==> src/rtl/quad_encoder_cmd_if.sv <==
// Encoder/button inputs and command strobes exchanged between a stimulus
// source (master) and the quadrature command generator (slave).
interface quad_encoder_cmd_if;
   logic enc_a;
   logic enc_b;
   logic btn_load;
   logic up;
   logic down;
   logic load;
   logic err;

   modport master (output enc_a, enc_b, btn_load, input up, down, load, err);
   modport slave  (input enc_a, enc_b, btn_load, output up, down, load, err);
endinterface

==> src/rtl/quad_encoder_cmd.sv <==
// Quadrature encoder + load button front end: synchronise, debounce, decode
// Gray-code steps into one-cycle up/down/load/err strobes for counter_4bit.
module quad_encoder_cmd #(
   parameter int DEBOUNCE_CYCLES = 4
) (
   input  logic               clk,
   input  logic               rst_n,
   quad_encoder_cmd_if.slave  bus
);
   localparam int NIN = 3;
   localparam int CW  = $clog2(DEBOUNCE_CYCLES + 1);
   localparam int WW  = $clog2(DEBOUNCE_CYCLES + 2);
   localparam logic [CW-1:0] CNT_LAST  = CW'(DEBOUNCE_CYCLES - 1);
   localparam logic [WW-1:0] WARM_LAST = WW'(DEBOUNCE_CYCLES + 1);

   typedef enum logic {WARMUP, TRACK} state_t;

   // bit 2 = button, bit 1 = A, bit 0 = B
   logic [NIN-1:0]          raw;
   logic [NIN-1:0]          sync1_q, sync2_q, filt_q, prev_q;
   logic [NIN-1:0][CW-1:0]  cnt_q;
   state_t                  state_q;
   logic [WW-1:0]           warm_q;
   logic                    up_q, down_q, load_q, err_q;
   logic                    fwd_d, rev_d, bad_d, ld_d;

   assign raw = {bus.btn_load, bus.enc_a, bus.enc_b};

   always_ff @(posedge clk or negedge rst_n) begin
      if (!rst_n) begin
         sync1_q <= '0;
         sync2_q <= '0;
      end else begin
         sync1_q <= raw;
         sync2_q <= sync1_q;
      end
   end

   // Filtered value follows the synced input only after a full run of
   // mismatching cycles; during warm-up it tracks directly.
   always_ff @(posedge clk or negedge rst_n) begin
      if (!rst_n) begin
         cnt_q  <= '0;
         filt_q <= '0;
      end else begin
         for (int i = 0; i < NIN; i++) begin
            if (state_q == WARMUP) begin
               filt_q[i] <= sync2_q[i];
               cnt_q[i]  <= '0;
            end else if (sync2_q[i] != filt_q[i]) begin
               if (cnt_q[i] == CNT_LAST) begin
                  filt_q[i] <= sync2_q[i];
                  cnt_q[i]  <= '0;
               end else begin
                  cnt_q[i] <= cnt_q[i] + CW'(1);
               end
            end else begin
               cnt_q[i] <= '0;
            end
         end
      end
   end

   always_comb begin
      fwd_d = 1'b0;
      rev_d = 1'b0;
      case ({prev_q[1:0], filt_q[1:0]})
         4'b00_01, 4'b01_11, 4'b11_10, 4'b10_00: fwd_d = 1'b1;
         4'b00_10, 4'b10_11, 4'b11_01, 4'b01_00: rev_d = 1'b1;
         default: ;
      endcase
      bad_d = (filt_q[1:0] == ~prev_q[1:0]);
      ld_d  = filt_q[2] & ~prev_q[2];
   end

   // prev_q is the last decoded position; a load in the same cycle swallows the step.
   always_ff @(posedge clk or negedge rst_n) begin
      if (!rst_n) begin
         state_q <= WARMUP;
         warm_q  <= '0;
         prev_q  <= '0;
         up_q    <= 1'b0;
         down_q  <= 1'b0;
         load_q  <= 1'b0;
         err_q   <= 1'b0;
      end else begin
         case (state_q)
            WARMUP: begin
               prev_q <= sync2_q;
               up_q   <= 1'b0;
               down_q <= 1'b0;
               load_q <= 1'b0;
               err_q  <= 1'b0;
               if (warm_q == WARM_LAST) state_q <= TRACK;
               else                     warm_q  <= warm_q + WW'(1);
            end
            TRACK: begin
               prev_q <= filt_q;
               up_q   <= fwd_d & ~ld_d;
               down_q <= rev_d & ~ld_d;
               load_q <= ld_d;
               err_q  <= bad_d;
            end
            default: state_q <= WARMUP;
         endcase
      end
   end

   assign bus.up   = up_q;
   assign bus.down = down_q;
   assign bus.load = load_q;
   assign bus.err  = err_q;
endmodule

==> src/flat_wrapper.sv <==
// flat-port wrapper written by rule: the top's interface ports become plain ports
module quad_encoder_cmd_flat 
#(
   parameter int DEBOUNCE_CYCLES = 4
)
  (clk, rst_n, bus_enc_a, bus_enc_b, bus_btn_load, bus_up, bus_down, bus_load, bus_err);
  quad_encoder_cmd_if bus_i ();
  input  logic clk;
  input  logic rst_n;
  input wire logic [$bits(bus_i.enc_a)-1:0] bus_enc_a;
  input wire logic [$bits(bus_i.enc_b)-1:0] bus_enc_b;
  input wire logic [$bits(bus_i.btn_load)-1:0] bus_btn_load;
  output wire logic [$bits(bus_i.up)-1:0] bus_up;
  output wire logic [$bits(bus_i.down)-1:0] bus_down;
  output wire logic [$bits(bus_i.load)-1:0] bus_load;
  output wire logic [$bits(bus_i.err)-1:0] bus_err;
  assign bus_i.enc_a = bus_enc_a;
  assign bus_i.enc_b = bus_enc_b;
  assign bus_i.btn_load = bus_btn_load;
  assign bus_up = bus_i.up;
  assign bus_down = bus_i.down;
  assign bus_load = bus_i.load;
  assign bus_err = bus_i.err;
  quad_encoder_cmd #(.DEBOUNCE_CYCLES(DEBOUNCE_CYCLES)) u_core (.clk(clk), .rst_n(rst_n), .bus(bus_i));
endmodule
==> config.mk <==
export PLATFORM = sky130hd
export DESIGN_NAME = quad_encoder_cmd_flat
export DESIGN_NICKNAME = d
export VERILOG_FILES = /design/src/rtl/quad_encoder_cmd_if.sv /design/src/rtl/quad_encoder_cmd.sv /design/src/flat_wrapper.sv
export SDC_FILE = /design/constraint.sdc
export NUM_CORES = 1
export LEC_CHECK = 0
export CAP_MARGIN = 0
export CORE_MARGIN = 5
export CORE_UTILIZATION = 49
export CTS_CLUSTER_SIZE = 40
export DETAILED_ROUTE_END_ITERATION = 6
export PLACE_DENSITY = 0.72
export SKIP_CTS_REPAIR_TIMING = 1
export SKIP_LAST_GASP = 1
export SYNTH_ARGS = -nofsm -noshare
export SYNTH_HDL_FRONTEND = slang
export SYNTH_SLANG_ARGS = --single-unit
==> constraint.sdc <==
create_clock -name clk -period 1.3 [get_ports clk]
set_input_delay 0.325 -clock clk [delete_from_list [all_inputs] [get_ports clk]]
set_output_delay 0.325 -clock clk [all_outputs]
set_load 0.02 [all_outputs]
==> metrics.txt <==
Final Skew=0.00606 ns; Synth area leaders=dfrtp_1 65%, ha_1 5.6%, mux2_2 4.0%, xnor2_1 3.1%, xor2_1 3.1%; Worst Hold Depth=0; Inst Count DP=approximately 120; maximum VDD drop=between 0.001 and 0.0015 V; power per cell area=about 1900 nW/µm²; Crit Path Class=register to register; DIE WIDTH=57.8 µm; CTS root buf=clkbuf_4; post-synthesis sequential area ratio=64.7%; Hold WS=~0.35 ns; ant diodes=0; Startpoint Class=register; worst r2r dst=u_core.filt_q[0]; first-pass GRT wire length=2.84 mm; core area=2190 µm²; max_cap viols=0; remaining antenna violation count after routing=0; routability congestion estimate=roughly 0.66; worst hold path class=register to register; CTS tree=yes; Final Hold Fails=0; placed cell area=between 1000 and 1500 µm²; Ys Warns=0; global-route usage over all layers=between 10% and 20%; Max Clk Rate=slightly above 800 MHz; Net Sw Frac=between 30% and 40%; RSZ-0062 raised after global routing=false; num ports=9; area share of the largest cell type after synthesis=~65%; setup slack, reg-to-reg=roughly 0.059 ns; Synth area leader=dfrtp_1; Hold EP=u_core.sync2_q[2]; die height=approximately 58 µm; via count=around 640; Gate power share=slightly above 30%; Tightest Pin Transition=about 0.23 ns; count of final setup violators=0; switching power total=797 µW; final instance area=roughly 1400 µm²; reg2reg path depth=4; average wire per standard cell=about 12 µm; total leakage power=~0.70 nW; Post-Syn Area=1120 µm²; CP max FO=2; power share of the clock group=18.8%; Yosys reg bits=29; internal power=1.77 mW; FF-to-FF Start=u_core.cnt_q[0]; initial core utilization=51.2%; area grow syn2layout=20.5%; vias in the first global route=between 600 and 700; DRT iter0 DRCs=8; Final Max Tran Viols=0; Tot Pwr=about 2.6 mW; Sink Count=29; Mapped Cells=86; Unique masters post-synth=22; Worst Hold Launch=u_core.sync1_q[2]; pin count of the biggest net entering global routing=30; share of cells above drive strength 1=~18%; syn_area_per_cell=between 10 and 15 µm²; status=finished clean; GRT overflow=0; H-tree Lvls=2; initial antenna violation count=0; Seq pwr share=between 50% and 60%; DIE AREA=3340 µm²; final net count=between 100 and 150; TritonCTS buffer count=5; syn nets=96; final WL=1.60 mm; CP Capture Type=register; fin crit share=a little over nine tenths; clock latency on the worst-skew pair=around 0.32 ns; Crit path required time=between 1.5 and 2 ns; Clock Path Buffers=2; Slew Limit Headroom=84.7%; First-pass DRT Iterations=4; Final Critical Period=between 1 and 1.5 ns; Post-route DRC=0; detailed-placement wirelength estimate=1.18 mm; fin cells=133; vias per cell=roughly 4.8; Worst-path clk slew=0.08 ns; worst endpoint data arrival time=around 1.5 ns; PortBufs=8; row count=17
[cells in the final DEF (no fill, tap or decap)]
cell type,n
dfrtp_1,29
inv_1,6
nor2_1,6
nand2_1,6
clkbuf_4,5
xor2_1,4
xnor2_1,4
ha_1,4
clkdlybuf4s50_1,4
dlymetal6s2s_1,4
o21ai_0,3
mux2_2,3
clkbuf_1,3
buf_4,3
nand2b_1,2
nand3_1,2
and4b_1,2
nor3_1,2
and3_2,1
nor2b_4,1
nor3_2,1
nor3b_2,1
a21o_1,1
nor2_4,1
mux2_4,1
nor2b_1,1
a21oi_1,1
a31oi_1,1
mux2i_1,1
ha_2,1
buf_12,1
[power by group through the flow]
stage                     logic (mW)  registers [mW]  clock network [mW]
after CTS                      0.768            1.30               0.513
after global placement         0.732            1.30                   0
after floorplan                0.481            1.34                   0
after global routing           0.890            1.33               0.556
final                          0.792            1.29               0.482
after detailed placement       0.766            1.32                   0
[worst max-delay path: stages, from the launching register on]
cell     delay, ns
dfrtp_1       0.40
ha_2          0.18
nor2b_4       0.14
nor2_4        0.11
mux2_4        0.30
[per-stage QoR]
step / util [%] / worst slack, ns / setup TNS, ns
after floorplan: - / 0.0419 / 0
after global placement: 57.7 / 0.0463 / 0
after detailed placement: 57.7 / -0.0513 / -0.0513
after CTS: 59.9 / -0.291 / -1.20
after global routing: 61.7 / 0.00656 / 0
final: 61.7 / 0.0585 / 0
[final cells by class]
cell class | count | area, µm²
tap | 28 | 35.0
timing repair buffer | 12 | 133
sequential | 29 | 726
fill | 184 | 840
multi-input combinational | 50 | 387
clock buffer | 8 | 48.8
inverter | 6 | 22.5
[state kept, by name, indices dropped and copies added, names as in the netlist]
name and flops:
u_core.sync2_q 3, u_core.filt_q 3, u_core.bus.up 1, u_core.sync1_q 3, u_core.cnt_q 9, u_core.bus.err 1
u_core.bus.down 1, u_core.state_q 1, u_core.prev_q 3, u_core.bus.load 1, u_core.warm_q 3
[worst max-delay path by stage]
stage                          from  slack [ns]  cells after the start               end
finish              u_core.cnt_q[0]        0.06                      4  u_core.filt_q[0]
CTS                 u_core.bus.down       -0.29                      1          bus_down
global placement    u_core.cnt_q[0]        0.05                      4  u_core.filt_q[0]
global route        u_core.cnt_q[0]       0.007                      4  u_core.filt_q[0]
detailed placement  u_core.cnt_q[0]       -0.05                      4  u_core.filt_q[0]
floorplan           u_core.cnt_q[0]        0.04                      4  u_core.filt_q[0]
[synth_stat cells (all sizes together)]
cell type  count
ha             5
nand3          2
mux2i          1
buf            1
nor2           7
nor3b          1
mux2           4
nand2          6
nand2b         2
inv            6
nor3           3
and4b          2
xor2           4
a31oi          1
xnor2          4
o21ai          3
nor2b          2
a21oi          1
a21o           1
dfrtp         29
and3           1
[logic make-up (layout without fill, tap and decap cells)]
family	after synthesis	after routing	synth area share [%]
compound gates	6	6	3.01
xor+xnor	8	8	6.25
fa+ha+maj	5	5	5.58
buf+inv	7	26	2.68
flops	29	29	64.7
mux	5	5	4.91
simple gates	26	26	12.8
[routing by layer]
metal	track usage, %	wire, µm
met1	12.4	654
met2	18.9	786
met3	6.68	117
met4	6.95	40
met5	0	0
No activity file was read; power rests on OpenSTA's default activity.
